--- src/rtl/pipelined_control_if.sv ---
// Control-unit bus between the MIPS ID stage and the datapath.
// fwd_a/fwd_b are present only when FORWARD_EN is defined.
interface pipelined_control_if #(
    parameter int REG_AW = 5,
    parameter int ALU_CW = 2,
    parameter int CNT_W  = 16
);
    logic [31:0]       instruction;
    logic              ex_branch_taken;
    logic              stall;
    logic              flush_ifid;
    logic              id_jump;
    logic              ex_alusrc;
    logic              ex_regdest;
    logic              ex_branch;
    logic              ex_jr;
    logic [ALU_CW-1:0] ex_aluctrl;
    logic [REG_AW-1:0] ex_rs;
    logic [REG_AW-1:0] ex_rt;
    logic              mem_memwrite;
    logic              mem_memtoreg;
    logic              wb_regwrite;
    logic              wb_memtoreg;
    logic [REG_AW-1:0] wb_dest;
    logic [CNT_W-1:0]  stall_count;
`ifdef FORWARD_EN
    logic [1:0]        fwd_a;
    logic [1:0]        fwd_b;
`endif

    modport slave (
        input  instruction, ex_branch_taken,
        output stall, flush_ifid, id_jump, ex_alusrc, ex_regdest, ex_branch, ex_jr,
               ex_aluctrl, ex_rs, ex_rt, mem_memwrite, mem_memtoreg, wb_regwrite,
               wb_memtoreg, wb_dest, stall_count
`ifdef FORWARD_EN
        , output fwd_a, fwd_b
`endif
    );

    modport master (
        output instruction, ex_branch_taken,
        input  stall, flush_ifid, id_jump, ex_alusrc, ex_regdest, ex_branch, ex_jr,
               ex_aluctrl, ex_rs, ex_rt, mem_memwrite, mem_memtoreg, wb_regwrite,
               wb_memtoreg, wb_dest, stall_count
`ifdef FORWARD_EN
        , input fwd_a, fwd_b
`endif
    );
endinterface

--- src/rtl/pipelined_control.sv ---
// 5-stage MIPS control unit: ID decode, ID/EX-EX/MEM-MEM/WB control pipe, hazard stall/flush.
// Define FORWARD_EN to add EX/MEM and MEM/WB forwarding selects and stall on load-use only.
module pipelined_control #(
    parameter int REG_AW = 5,
    parameter int ALU_CW = 2,
    parameter int CNT_W  = 16
) (
    input  logic               clk,
    input  logic               reset,
    pipelined_control_if.slave bus
);

    localparam logic [5:0] OP_RTYPE  = 6'b000000;
    localparam logic [5:0] OP_REGIMM = 6'b000001;
    localparam logic [5:0] OP_J      = 6'b000010;
    localparam logic [5:0] OP_ADDI   = 6'b001000;
    localparam logic [5:0] OP_LW     = 6'b100011;
    localparam logic [5:0] OP_SW     = 6'b101011;
    localparam logic [5:0] FN_JR     = 6'b001000;
    localparam logic [5:0] FN_SUBU   = 6'b100011;
    localparam logic [5:0] FN_NOR    = 6'b100111;
    localparam logic [5:0] FN_SLTU   = 6'b101011;

    typedef struct packed {
        logic              alusrc;
        logic              regdest;
        logic              branch;
        logic              jr;
        logic [ALU_CW-1:0] aluctrl;
        logic              memwrite;
        logic              memtoreg;
        logic              regwrite;
        logic [REG_AW-1:0] rs;
        logic [REG_AW-1:0] rt;
        logic [REG_AW-1:0] dest;
    } idex_t;

    typedef struct packed {
        logic              memwrite;
        logic              memtoreg;
        logic              regwrite;
        logic [REG_AW-1:0] dest;
    } exmem_t;

    typedef struct packed {
        logic              regwrite;
        logic              memtoreg;
        logic [REG_AW-1:0] dest;
    } memwb_t;

    // Source tags of unused operands are zeroed at decode, so a nonzero dest can only hit a real use.
    function automatic logic src_hit(input logic [REG_AW-1:0] dest,
                                     input logic [REG_AW-1:0] rs,
                                     input logic [REG_AW-1:0] rt);
        return (dest != '0) && ((dest == rs) || (dest == rt));
    endfunction

    function automatic logic [CNT_W-1:0] sat_inc(input logic [CNT_W-1:0] cnt);
        return (&cnt) ? cnt : cnt + CNT_W'(1);
    endfunction

`ifdef FORWARD_EN
    function automatic logic [1:0] fwd_sel(input logic [REG_AW-1:0] src,
                                           input logic [REG_AW-1:0] mem_dest,
                                           input logic [REG_AW-1:0] wb_dest);
        if (src != '0 && mem_dest == src) return 2'b10;
        if (src != '0 && wb_dest == src)  return 2'b01;
        return 2'b00;
    endfunction
`endif

    logic [5:0]        op;
    logic [5:0]        funct;
    logic [REG_AW-1:0] rs_f;
    logic [REG_AW-1:0] rt_f;
    logic [REG_AW-1:0] rd_f;
    logic              shamt_unused;

    assign op           = bus.instruction[31:26];
    assign funct        = bus.instruction[5:0];
    assign rs_f         = REG_AW'(bus.instruction[25:21]);
    assign rt_f         = REG_AW'(bus.instruction[20:16]);
    assign rd_f         = REG_AW'(bus.instruction[15:11]);
    assign shamt_unused = ^bus.instruction[10:6];

    idex_t            dec;
    logic             jump;
    logic             use_rs;
    logic             use_rt;
    logic             hazard;
    logic             stall;
    idex_t            idex_d, idex_q;
    exmem_t           exmem_d, exmem_q;
    memwb_t           memwb_d, memwb_q;
    logic [CNT_W-1:0] stall_count_d, stall_count_q;

    // ---- ID: decode; anything outside the table stays an all-zero bubble
    always_comb begin
        dec    = '0;
        jump   = 1'b0;
        use_rs = 1'b0;
        use_rt = 1'b0;
        case (op)
            OP_RTYPE: begin
                case (funct)
                    FN_SUBU, FN_NOR, FN_SLTU: begin
                        dec.regdest  = 1'b1;
                        dec.regwrite = 1'b1;
                        use_rs       = 1'b1;
                        use_rt       = 1'b1;
                        if (funct == FN_SUBU)     dec.aluctrl = ALU_CW'(1);
                        else if (funct == FN_NOR) dec.aluctrl = ALU_CW'(2);
                        else                      dec.aluctrl = ALU_CW'(3);
                    end
                    FN_JR: begin
                        dec.jr = 1'b1;
                        use_rs = 1'b1;
                    end
                    default: ;
                endcase
            end
            OP_REGIMM: begin
                dec.branch  = 1'b1;
                dec.aluctrl = ALU_CW'(1);
                use_rs      = 1'b1;
            end
            OP_J: jump = 1'b1;
            OP_ADDI, OP_LW: begin
                dec.alusrc   = 1'b1;
                dec.regwrite = 1'b1;
                dec.memtoreg = (op == OP_LW);
                use_rs       = 1'b1;
            end
            OP_SW: begin
                dec.alusrc   = 1'b1;
                dec.memwrite = 1'b1;
                use_rs       = 1'b1;
                use_rt       = 1'b1;
            end
            default: ;
        endcase
        dec.rs = use_rs ? rs_f : '0;
        dec.rt = use_rt ? rt_f : '0;
        if (dec.regwrite) dec.dest = dec.regdest ? rd_f : rt_f;
    end

    // ---- ID: hazard detection; a flush this cycle squashes the stall
    always_comb begin
`ifdef FORWARD_EN
        hazard = idex_q.memtoreg && src_hit(idex_q.dest, dec.rs, dec.rt);
`else
        hazard = src_hit(idex_q.dest, dec.rs, dec.rt) || src_hit(exmem_q.dest, dec.rs, dec.rt);
`endif
        stall = hazard && !(bus.ex_branch_taken || jump);
    end

    // ---- ID/EX, EX/MEM, MEM/WB next state
    always_comb begin
        idex_d           = (stall || bus.ex_branch_taken) ? '0 : dec;
        exmem_d.memwrite = idex_q.memwrite;
        exmem_d.memtoreg = idex_q.memtoreg;
        exmem_d.regwrite = idex_q.regwrite;
        exmem_d.dest     = idex_q.dest;
        memwb_d.regwrite = exmem_q.regwrite;
        memwb_d.memtoreg = exmem_q.memtoreg;
        memwb_d.dest     = exmem_q.dest;
        stall_count_d    = stall ? sat_inc(stall_count_q) : stall_count_q;
    end

    always_ff @(posedge clk or posedge reset) begin
        if (reset) begin
            idex_q        <= '0;
            exmem_q       <= '0;
            memwb_q       <= '0;
            stall_count_q <= '0;
        end else begin
            idex_q        <= idex_d;
            exmem_q       <= exmem_d;
            memwb_q       <= memwb_d;
            stall_count_q <= stall_count_d;
        end
    end

    // Combinational outputs are gated so every output reads 0 while reset is held.
    assign bus.stall        = stall;
    assign bus.flush_ifid   = (bus.ex_branch_taken || jump) && !reset;
    assign bus.id_jump      = jump && !reset;
    assign bus.ex_alusrc    = idex_q.alusrc;
    assign bus.ex_regdest   = idex_q.regdest;
    assign bus.ex_branch    = idex_q.branch;
    assign bus.ex_jr        = idex_q.jr;
    assign bus.ex_aluctrl   = idex_q.aluctrl;
    assign bus.ex_rs        = idex_q.rs;
    assign bus.ex_rt        = idex_q.rt;
    assign bus.mem_memwrite = exmem_q.memwrite;
    assign bus.mem_memtoreg = exmem_q.memtoreg;
    assign bus.wb_regwrite  = memwb_q.regwrite;
    assign bus.wb_memtoreg  = memwb_q.memtoreg;
    assign bus.wb_dest      = memwb_q.dest;
    assign bus.stall_count  = stall_count_q;
`ifdef FORWARD_EN
    assign bus.fwd_a        = fwd_sel(idex_q.rs, exmem_q.dest, memwb_q.dest);
    assign bus.fwd_b        = fwd_sel(idex_q.rt, exmem_q.dest, memwb_q.dest);
`endif

endmodule

--- src/flat_wrapper.sv ---
// flat-port wrapper written by rule: the top's interface ports become plain ports
module pipelined_control_flat 
#(
    parameter int REG_AW = 5,
    parameter int ALU_CW = 2,
    parameter int CNT_W  = 16
)
  (clk, reset, bus_instruction, bus_ex_branch_taken, bus_stall, bus_flush_ifid, bus_id_jump, bus_ex_alusrc, bus_ex_regdest, bus_ex_branch, bus_ex_jr, bus_ex_aluctrl, bus_ex_rs, bus_ex_rt, bus_mem_memwrite, bus_mem_memtoreg, bus_wb_regwrite, bus_wb_memtoreg, bus_wb_dest, bus_stall_count);
  pipelined_control_if #(.REG_AW(REG_AW), .ALU_CW(ALU_CW), .CNT_W(CNT_W)) bus_i ();
  input  logic clk;
  input  logic reset;
  input wire logic [$bits(bus_i.instruction)-1:0] bus_instruction;
  input wire logic [$bits(bus_i.ex_branch_taken)-1:0] bus_ex_branch_taken;
  output wire logic [$bits(bus_i.stall)-1:0] bus_stall;
  output wire logic [$bits(bus_i.flush_ifid)-1:0] bus_flush_ifid;
  output wire logic [$bits(bus_i.id_jump)-1:0] bus_id_jump;
  output wire logic [$bits(bus_i.ex_alusrc)-1:0] bus_ex_alusrc;
  output wire logic [$bits(bus_i.ex_regdest)-1:0] bus_ex_regdest;
  output wire logic [$bits(bus_i.ex_branch)-1:0] bus_ex_branch;
  output wire logic [$bits(bus_i.ex_jr)-1:0] bus_ex_jr;
  output wire logic [$bits(bus_i.ex_aluctrl)-1:0] bus_ex_aluctrl;
  output wire logic [$bits(bus_i.ex_rs)-1:0] bus_ex_rs;
  output wire logic [$bits(bus_i.ex_rt)-1:0] bus_ex_rt;
  output wire logic [$bits(bus_i.mem_memwrite)-1:0] bus_mem_memwrite;
  output wire logic [$bits(bus_i.mem_memtoreg)-1:0] bus_mem_memtoreg;
  output wire logic [$bits(bus_i.wb_regwrite)-1:0] bus_wb_regwrite;
  output wire logic [$bits(bus_i.wb_memtoreg)-1:0] bus_wb_memtoreg;
  output wire logic [$bits(bus_i.wb_dest)-1:0] bus_wb_dest;
  output wire logic [$bits(bus_i.stall_count)-1:0] bus_stall_count;
  assign bus_i.instruction = bus_instruction;
  assign bus_i.ex_branch_taken = bus_ex_branch_taken;
  assign bus_stall = bus_i.stall;
  assign bus_flush_ifid = bus_i.flush_ifid;
  assign bus_id_jump = bus_i.id_jump;
  assign bus_ex_alusrc = bus_i.ex_alusrc;
  assign bus_ex_regdest = bus_i.ex_regdest;
  assign bus_ex_branch = bus_i.ex_branch;
  assign bus_ex_jr = bus_i.ex_jr;
  assign bus_ex_aluctrl = bus_i.ex_aluctrl;
  assign bus_ex_rs = bus_i.ex_rs;
  assign bus_ex_rt = bus_i.ex_rt;
  assign bus_mem_memwrite = bus_i.mem_memwrite;
  assign bus_mem_memtoreg = bus_i.mem_memtoreg;
  assign bus_wb_regwrite = bus_i.wb_regwrite;
  assign bus_wb_memtoreg = bus_i.wb_memtoreg;
  assign bus_wb_dest = bus_i.wb_dest;
  assign bus_stall_count = bus_i.stall_count;
  pipelined_control #(.REG_AW(REG_AW), .ALU_CW(ALU_CW), .CNT_W(CNT_W)) u_core (.clk(clk), .reset(reset), .bus(bus_i));
endmodule
--- config.mk ---
export PLATFORM = sky130hd
export DESIGN_NAME = pipelined_control_flat
export DESIGN_NICKNAME = d
export VERILOG_FILES = /design/src/rtl/pipelined_control_if.sv /design/src/rtl/pipelined_control.sv /design/src/flat_wrapper.sv
export SDC_FILE = /design/constraint.sdc
export NUM_CORES = 1
export LEC_CHECK = 0
export CORE_ASPECT_RATIO = 2
export CORE_MARGIN = 10
export CORE_UTILIZATION = 43
export DETAILED_ROUTE_END_ITERATION = 16
export PLACE_DENSITY = 0.88
export SLEW_MARGIN = 20
export SYNTH_ARGS = -nofsm -noshare
export SYNTH_HDL_FRONTEND = slang
export SYNTH_SLANG_ARGS = --single-unit
--- constraint.sdc ---
create_clock -name clk -period 2.1 [get_ports clk]
set_input_delay 0.315 -clock clk [delete_from_list [all_inputs] [get_ports clk]]
set_output_delay 0.315 -clock clk [all_outputs]
set_load 0.1 [all_outputs]
==> summary.md, run 1 <==
| Metric | Value |
|---|---|
| H-tree levels | `2` |
| Combinational share of power | `26.3%` |
| Num CTS Buffers | `5` |
| Non-filler cells, final | `477` |
| Synthesized instance count | `253` |
| Clock Tree Buf Depth | `2` |
| Switching share of power | `32.95%` |
| Diodes inserted | `0` |
| Compound-cell area share of the yosys netlist | `11.47%` |
| Nets@finish | `449` |
| Register bit total from synthesis | `55` |
| Slew Viols, Final | `0` |
| Failing checks | `negative setup slack` |
| Count leader, synth | `dfrtp_1` |
| First-pass detailed-route iteration total | `4` |
| Worst Path Required | `1.78 ns` |
| Area growth, synth to finish | `68.66%` |
| Layout cells sized above 1 | `52.17%` |
| Endpoints failing setup | `41` |
| Clock Latency Late Sink | `0.30 ns` |
| Tmin final | `2.540 ns` |
| Post-DP HPWL | `7203 µm` |
| Die Area | `9930 µm²` |
| Die height | `131.3 µm` |
| Hold crit path type | `input port to async pin` |
| Syn nets | `289` |
| CP endpoint kind | `output port` |
| Sequential fraction of the synthesis area | `51.69%` |
| Worst Skew | `0.008372 ns` |
| Final setup margin | `-0.4402 ns` |
| Max stage delay on crit path | `0.42 ns` |
| Unrepaired setup endpoints after global routing | `yes` |
| Register share of total power | `42.7%` |
| Post-synth ARST share | `100.0%` |
| Number of vias in the routed layout | `2656` |
| Global Route Usage Sum | `19.08%` |
| WL final | `9423 µm` |
| Power Internal | `0.001791 W` |
| Slowest cell on the critical path | `a2111oi_4` |
| Final hold viol count | `0` |
| Clock share of power | `31.0%` |
| Synth Area in Adders | `0.4699%` |
| Synth warn | `0` |
| First-pass GRT wire length | `14460 µm` |
| PortBufs | `73` |
| Number of global-route vias before repair | `2827` |
| Ports | `79` |
| Startpoint Class | `input port` |
| TritonCTS clock tree | `built` |
| Delay-heaviest family, CP | `simple AND/OR/NAND/NOR gates` |
| Hold Slack | `0.2908 ns` |
| Highest Clock Rate | `393.7 MHz` |
| Core area | `6006 µm²` |
| Top-area cell type share of the netlist area | `51.69%` |
| Die Span X | `75.64 µm` |
| Largest net degree at the start of global routing | `55` |
| WP data arrival | `2.23 ns` |
| Switch Pwr | `0.0008800 W` |
| Simple-gate area share of the yosys netlist | `24.06%` |
| Commonest cells in the netlist | `dfrtp_1 (55), nor2_1 (23), xnor2_1 (20)` |
| Initial core utilization | `44.33%` |
| Initial antenna violation count | `0` |
| Cell Area, Synth | `2663 µm²` |
| Fin crit share | `121.0%` |
| DRT iter0 DRCs | `93` |
| Mux share of post-synthesis cell area | `0.8459%` |
| Max_cap viols | `0` |
| Static Leakage | `2.184 nW` |
| Multi-input gate area in the final layout | `1473 µm²` |
| Grt ovf | `0` |
| WS Path Type | `input port to output port` |
| WL per Instance | `19.75 µm` |
| Placed cells | `453` |
| Largest cells by area after synthesis | `dfrtp_1 (52%), xnor2_1 (6.6%), and3_1 (4.5%)` |
| Crit path buf inv count | `4` |
| Post-CTS Hold Buffers | `0` |
| Ys flop type | `dfrtp_1` |
| RD Place Congestion | `0.8842` |
| Worst Tran Pin Value | `0.6777 ns` |
| Cell taking the most area after synthesis | `dfrtp_1` |
| Crit Path Max Fanout | `5` |
| Worst-path clk slew | `0.07 ns` |
| # fillers | `424` |
| Largest family of logic cells by synthesized area | `simple AND/OR/NAND/NOR gates` |
| Post-synth EDFFs | `0` |
| Power density cells | `594.8 nW/µm²` |
| XOR/XNOR share of the synthesized area | `8.553%` |
| Sequential cell area | `1385 µm²` |
| Count of cell types in the netlist | `53` |
| Outcome | `finished with violations` |
| Slew headroom | `54.82%` |
| DR vias/cell | `5.568` |
| Worst-path cell chain | `buf_8, nor4_4, buf_4, and4_4, o21ai_4, a2111oi_4, nand3_2, buf_6, nand4_1, buf_12` |
| Post-route DRC | `0` |
| CTS sink cnt | `55` |
| Syn Area/Cell | `10.52 µm²` |
| VDD IR max | `0.5392 mV` |
| CTS root buf | `clkbuf_16` |
| # rows | `40` |
| Antenna Nets Post-Route | `0` |
[cell families (layout without fill, tap and decap cells)]
kind of cell,count (synthesis),in the layout
compound gates,37,37
xor+xnor,26,26
fa+ha+maj,1,1
buf+inv,17,178
flops,55,55
mux,2,2
simple gates,115,115
[cells in the final DEF (no fill, tap or decap), types with 3 or more instances in the layout]
cell	instances
buf_4	118
dfrtp_1	48
xnor2_1	19
and3_1	17
clkdlybuf4s50_1	14
nand3_1	13
nor2_1	11
buf_6	11
nor2_2	10
inv_1	9
nand2_2	7
dfrtp_2	7
nand2_1	6
xor2_1	6
nand4_1	6
dlygate4sd2_1	6
nor3_1	5
a22oi_1	5
clkbuf_16	5
buf_12	5
nor3_2	4
and3_4	3
nand3b_1	3
a21oi_2	3
and2_1	3
o21ai_0	3
nand3_2	3
[registers in the layout, indices dropped and copies added, names as in the netlist]
name	flops
u_core.bus.wb_regwrite	1
u_core.bus.ex_regdest	1
u_core.bus.mem_memwrite	1
u_core.bus.stall_count	16
u_core.exmem_d	8
u_core.bus.ex_rs	5
u_core.bus.mem_memtoreg	1
u_core.bus.wb_memtoreg	1
u_core.bus.wb_dest	5
u_core.bus.ex_alusrc	1
u_core.bus.ex_rt	5
u_core.bus.ex_branch	1
u_core.bus.ex_aluctrl	2
u_core.exmem_q	6
u_core.bus.ex_jr	1
[final cells by class]
type                       instances  share of cell area (%)
multi-input combinational        181                   32.79
sequential                        55                   30.84
clock inverter                     3                  0.5015
inverter                          10                  0.9195
tap                               63                   1.755
timing repair buffer             160                   30.40
clock buffer                       5                   2.786
[stage by stage]
| stage | total power (W) | instance area [µm²] | utilization [%] | TNS, ns | setup slack [ns] |
|---|---|---|---|---|---|
| 3_3_place_gp | 0.001800 | 3970 | 66.10 | -41.16 | -1.069 |
| 6_report | 0.002671 | 4491 | 74.77 | -11.10 | -0.4402 |
| 3_5_place_dp | 0.001814 | 3970 | 66.10 | -43.75 | -1.138 |
| 4_1_cts | 0.002645 | 4295 | 71.52 | -12.67 | -0.4340 |
| 5_1_grt | 0.002756 | 4491 | 74.77 | -14.19 | -0.5117 |
| 2_1_floorplan | 0.001548 | 2721 | - | -10.37 | -0.6024 |
[power by group through the flow]
stage	clock (W)	sequential [W]	combinational [W]
after floorplan	0	0.00140	0.000150
after global placement	0	0.00116	0.000643
after detailed placement	0	0.00116	0.000653
after CTS	0.000836	0.00114	0.000669
after global routing	0.000880	0.00114	0.000731
final	0.000828	0.00114	0.000702
[final timing paths]
| path | from | endpoint | slack (ns) | cells after the start |
|---|---|---|---|---|
| max reg2reg | u_core.exmem_q[3] | u_core.bus.stall_count[1] | -0.34 | 10 |
| max in group asynchronous | reset | u_core.bus.stall_count[8] | 0.91 | 3 |
| min reg2reg | u_core.exmem_d[7] | u_core.bus.mem_memwrite | 0.35 | 0 |
| max | bus_instruction[29] | bus_stall | -0.44 | 10 |
| min in group clk | u_core.exmem_d[7] | u_core.bus.mem_memwrite | 0.35 | 0 |
| min | reset | u_core.bus.ex_aluctrl[0] | 0.29 | 2 |
[what timing repair did]
item                                    CTS  global route
pin swaps                                17            23
setup buffers                             9             7
gates resized for setup                  66            45
endpoints found under the setup margin   43            41
[layer usage]
layer / vias to the layer above / global-route usage [%] / routed length (µm)
li1: 1227 / - / -
met2: 91 / 36.78 / 5709
met3: 19 / 2.413 / 415
met4: 0 / 8.836 / 277
met5: - / 0 / 0
met1: 1319 / 18.09 / 3020
No activity file was read; power rests on OpenSTA's default activity.
==> inputs of run 2 (changes only) <==
Settings changed: CORE_UTILIZATION 43 to 56, DONT_BUFFER_PORTS set to 1, PLACE_DENSITY 0.88 to 0.85.
==> summary.md, run 2 (synthesis gave the netlist of run 1 again) <==
| Metric | Value |
|---|---|
| Outcome | `finished with violations` |
| Failing checks | `negative setup slack` |
| Register share of total power | `44.0%` |
| Placed cells | `391` |
| RD Place Congestion | `1.067` |
| # rows | `35` |
| Worst-path clk slew | `0.11 ns` |
| Switch Pwr | `0.0008845 W` |
| Initial antenna violation count | `0` |
| Slew Viols, Final | `0` |
| VDD IR max | `1.070 mV` |
| Worst Tran Pin Value | `0.6977 ns` |
| Highest Clock Rate | `369.4 MHz` |
| Die height | `117.5 µm` |
| WP data arrival | `2.39 ns` |
| Core area | `4598 µm²` |
| Startpoint Class | `register` |
| Max_cap viols | `0` |
| Most frequent cells in the layout | `buf_4 (92), dfrtp_1 (44), and3_1 (18)` |
| Setup slack, reg-to-reg | `-0.46 ns` |
| Tmin final | `2.707 ns` |
| Ports | `79` |
| Crit Path Max Fanout | `5` |
| Initial core utilization | `57.90%` |
| WL per Instance | `28.71 µm` |
| CTS sink cnt | `55` |
| Power Internal | `0.001663 W` |
| WL final | `12000 µm` |
| Antenna Nets Post-Route | `0` |
| Fin crit share | `128.9%` |
| Num CTS Buffers | `5` |
| Post-route DRC | `0` |
| First-pass GRT wire length | `16110 µm` |
| Number of global-route vias before repair | `2932` |
| Worst r2r dst | `u_core.bus.stall_count[12]` |
| Worst Skew | `0.01254 ns` |
| CP endpoint kind | `output port` |
| Global Route Usage Sum | `26.63%` |
| Most common cell after layout, fill and taps aside | `buf_4` |
| Worst reg-to-reg path cell count | `10` |
| Clock Tree Buf Depth | `2` |
| Largest net degree at the start of global routing | `56` |
| Setup TNS | `-15.50 ns` |
| Switching share of power | `34.72%` |
| WS Path Type | `register to output port` |
| Worst Path Required | `1.78 ns` |
| Tot Pwr | `0.002548 W` |
| Endpoints failing setup | `41` |
| Clock share of power | `29.9%` |
| PortBufs | `0` |
| Clock Latency Late Sink | `0.32 ns` |
| Diodes inserted | `0` |
| Die Area | `8080 µm²` |
| Post-CTS Hold Buffers | `0` |
| DR vias/cell | `6.754` |
| Power density cells | `615.1 nW/µm²` |
| Slew headroom | `53.49%` |
| Hold crit path type | `input port to async pin` |
| H-tree levels | `2` |
| Reg2reg start | `u_core.exmem_q[3]` |
| Max reg flops | `16` |
| Area growth, synth to finish | `55.55%` |
| Final hold viol count | `0` |
| Combinational share of power | `26.1%` |
| Die Span X | `68.76 µm` |
| Final setup margin | `-0.6070 ns` |
| Number of vias in the routed layout | `2823` |
| Nets@finish | `398` |
| CTS root buf | `clkbuf_8` |
| Non-filler cells, final | `418` |
| DRT iter0 DRCs | `273` |
| Post-DP HPWL | `6533 µm` |
| First-pass detailed-route iteration total | `5` |
| Layout cells sized above 1 | `54.55%` |
| Static Leakage | `2.046 nW` |
| TritonCTS clock tree | `built` |
| Pre-CTS WS | `-0.5143 ns` |
| Grt ovf | `0` |
| Unrepaired setup endpoints after global routing | `yes` |
-- run 2: cell types whose count changed in the layout (fill, tap and decap cells not counted), sizes merged --
cell / delta
buf: -27
dlymetal6s2s: -1
clkinv: -2
bufinv: +1
clkbuf: -2
inv: +1
clkdlybuf4s15: -1
dlygate4sd2: -6
clkdlybuf4s50: -14
-- run 2: metrics by stage --
stage	utilization [%]	instance area, µm²	hold WS (ns)
after global placement	75.18	3457	0.3317
final	90.07	4141	0.1482
after detailed placement	75.18	3457	0.3362
after CTS	85.06	3911	0.1483
after floorplan	-	2721	0.3312
after global routing	90.07	4141	0.1395
-- run 2: area by class of cell --
class                           instances  area, µm²
Sequential cell                        55       1390
Clock buffer                            5      68.82
Inverter                               10      41.29
Tap cell                               55      68.82
Multi-Input combinational cell        181       1605
Timing Repair Buffer                  109      917.1
Clock inverter                          3      50.05
Fill cell                             177      456.7
-- run 2: worst max path at each step --
stage / from / to / slack (ns) / depth (start not counted)
6_report: u_core.exmem_q[3] / bus_stall / -0.61 / 9
3_5_place_dp: bus_instruction[31] / u_core.exmem_d[6] / -0.51 / 11
5_1_grt: bus_instruction[31] / bus_stall / -0.72 / 10
2_1_floorplan: bus_instruction[29] / bus_stall / -0.60 / 7
3_3_place_gp: bus_instruction[29] / u_core.bus.stall_count[1] / -0.47 / 8
4_1_cts: u_core.exmem_q[0] / bus_stall / -0.32 / 9
-- run 2: power groups by stage --
| stage | clock network, W | registers (W) | logic [W] |
|---|---|---|---|
| global placement | 0 | 0.00114 | 0.000540 |
| global route | 0.000803 | 0.00113 | 0.000695 |
| detailed placement | 0 | 0.00114 | 0.000556 |
| finish | 0.000762 | 0.00112 | 0.000665 |
| CTS | 0.000754 | 0.00112 | 0.000612 |
| floorplan | 0 | 0.00140 | 0.000150 |
-- run 2: critical path, cell delays in order, from the launching register on --
cell and delay (ns):
dfrtp_2 0.49, buf_4 0.16, buf_4 0.15, xor2_2 0.18, nor3_1 0.25, mux2_4 0.24, nand3_4 0.08, buf_6 0.14
nand4_1 0.18, buf_12 0.21
-- run 2: what timing repair did --
item / in CTS / in global routing
cloned: 2 / 0
hold endpoints to repair: 0 / 0
setup endpoints to repair: 41 / 41
buffers inserted: 10 / 9
pin swaps: 18 / 23
resized for setup: 55 / 37
-- run 2: per-layer routing --
metal	share of wire [%]	global-route usage, %
met5	0	0
met4	7.1	18.98
met3	9.5	9.342
met2	54	44.52
met1	30	24.82
==> inputs of run 3 (changes only) <==
Settings changed: GPL_ROUTABILITY_DRIVEN set to 0.
Clock period 2.1 ns to 2.2 ns, I/O delays scaled along.
==> summary.md, run 3 (synthesis gave the netlist of run 1 again) <==
| Metric | Value |
|---|---|
| Initial core utilization | `57.90%` |
| WP data arrival | `2.27 ns` |
| Die Area | `8080 µm²` |
| # rows | `35` |
| PortBufs | `0` |
| Clock Latency Late Sink | `0.34 ns` |
| Post-route DRC | `0` |
| # fillers | `233` |
| Slew headroom | `54.83%` |
| Worst Skew | `0.01475 ns` |
| Nets@finish | `389` |
| Area growth, synth to finish | `47.65%` |
| Final instance area | `3931 µm²` |
| Die Span X | `68.76 µm` |
| Layout cells sized above 1 | `47.46%` |
| Non-filler cells, final | `409` |
| Slew Viols, Final | `0` |
| Worst-path clk slew | `0.12 ns` |
| Die height | `117.5 µm` |
| TritonCTS clock tree | `built` |
| Max_cap viols | `0` |
| Endpoints failing setup | `41` |
| CP endpoint kind | `output port` |
| Startpoint Class | `register` |
| Global Route Usage Sum | `23.54%` |
| Clock Tree Buf Depth | `2` |
| Worst Path Required | `1.87 ns` |
| DP Area | `3436 µm²` |
| Number of global-route vias before repair | `2792` |
| Failing checks | `negative setup slack` |
| Num CTS Buffers | `5` |
| H-tree levels | `2` |
| VDD IR max | `1.257 mV` |
| WL final | `10460 µm` |
| Fin crit share | `118.1%` |
| Core area | `4598 µm²` |
| Final hold viol count | `0` |
| Ports | `79` |
| Diodes inserted | `0` |
| Max reg flops | `16` |
| CTS sink cnt | `55` |
| Highest Clock Rate | `384.9 MHz` |
| CTS root buf | `clkbuf_8` |
| Initial antenna violation count | `0` |
| Placed cells | `387` |
| Post-DP HPWL | `6450 µm` |
| WS Path Type | `register to output port` |
| Antenna Nets Post-Route | `0` |
| First-pass detailed-route iteration total | `6` |
| Static Leakage | `1.938 nW` |
| Power density cells | `587.8 nW/µm²` |
| Crit Path Max Fanout | `5` |
| Hold crit path type | `input port to register` |
| Number of vias in the routed layout | `2676` |
| Worst Tran Pin Value | `0.6776 ns` |
| Largest net degree at the start of global routing | `55` |
| DRT iter0 DRCs | `230` |
| WL per Instance | `25.58 µm` |
| Setup TNS | `-6.969 ns` |
| Final setup margin | `-0.3978 ns` |
| Grt ovf | `0` |
| Outcome | `finished with violations` |
| Most frequent cells in the layout | `buf_4 (87), dfrtp_1 (47), nor2_1 (20)` |
| Most common cell after layout, fill and taps aside | `buf_4` |
| Unrepaired setup endpoints after global routing | `yes` |
| Final Util | `85.50%` |
| First-pass GRT wire length | `14490 µm` |
| DR vias/cell | `6.543` |
| Tmin final | `2.598 ns` |
run 3: report_power, final:
| group | switching [W] | total (W) | internal, W |
|---|---|---|---|
| sequential | 0.0000213 | 0.00107 | 0.00105 |
| clock | 0.000396 | 0.000639 | 0.000243 |
| combinational | 0.000430 | 0.000603 | 0.000173 |
| total | 0.000847 | 0.00231 | 0.00146 |
run 3: per-layer routing:
metal	global-route usage, %	up-vias	routed length, µm
met4	15.88	0	845
met1	22.04	1304	2989
met5	0	-	0
met3	7.340	78	995
met2	40.24	196	5631
li1	-	1098	-
run 3: timing repair:
| action | in CTS | in global routing |
|---|---|---|
| setup buffers | 7 | 5 |
| endpoints found under the hold margin | 1 | 0 |
| gates cloned | 1 | 0 |
| pin swaps | 15 | 18 |
| endpoints found under the setup margin | 34 | 41 |
| hold buffers | 1 | 0 |
| resized for setup | 22 | 38 |
run 3: final timing paths:
path	slack, ns	endpoint	depth (start not counted)	start
max	-0.40	bus_stall	8	u_core.exmem_q[0]
min	0.14	u_core.bus.ex_aluctrl[0]	1	bus_instruction[26]
max reg2reg	-0.34	u_core.bus.stall_count[2]	14	u_core.exmem_q[3]
min reg2reg	0.36	u_core.exmem_q[5]	0	u_core.exmem_d[5]
max in group asynchronous	0.95	u_core.bus.stall_count[7]	3	reset
min in group asynchronous	0.35	u_core.bus.ex_aluctrl[0]	2	reset
run 3: per-stage QoR:
step	total power (W)	hold WS [ns]	worst slack [ns]
after floorplan	0.001477	0.3312	-0.5312
after global placement	0.001597	0.08892	-0.4016
after detailed placement	0.001611	0.08855	-0.4650
after CTS	0.002246	0.1492	-0.3139
after global routing	0.002386	0.1321	-0.5861
final	0.002311	0.1425	-0.3978
run 3: worst max-delay path, cell delays in order, from the launching register on:
cell and delay, ns:
dfrtp_2 0.48, or3_1 0.41, nor3_2 0.12, buf_4 0.16, nor2_1 0.07, buf_4 0.15, o2111ai_2 0.11, nand4_1 0.21
buf_12 0.22
run 3: final cells by class:
cell class | count | area (µm²) | area share (%)
sequential | 55 | 1386 | 35.26
tap | 55 | 68.82 | 1.750
inverter | 10 | 41.29 | 1.050
timing repair buffer | 100 | 854.6 | 21.74
clock buffer | 5 | 68.82 | 1.750
clock inverter | 3 | 31.28 | 0.7957
multi-input combinational | 181 | 1480 | 37.65
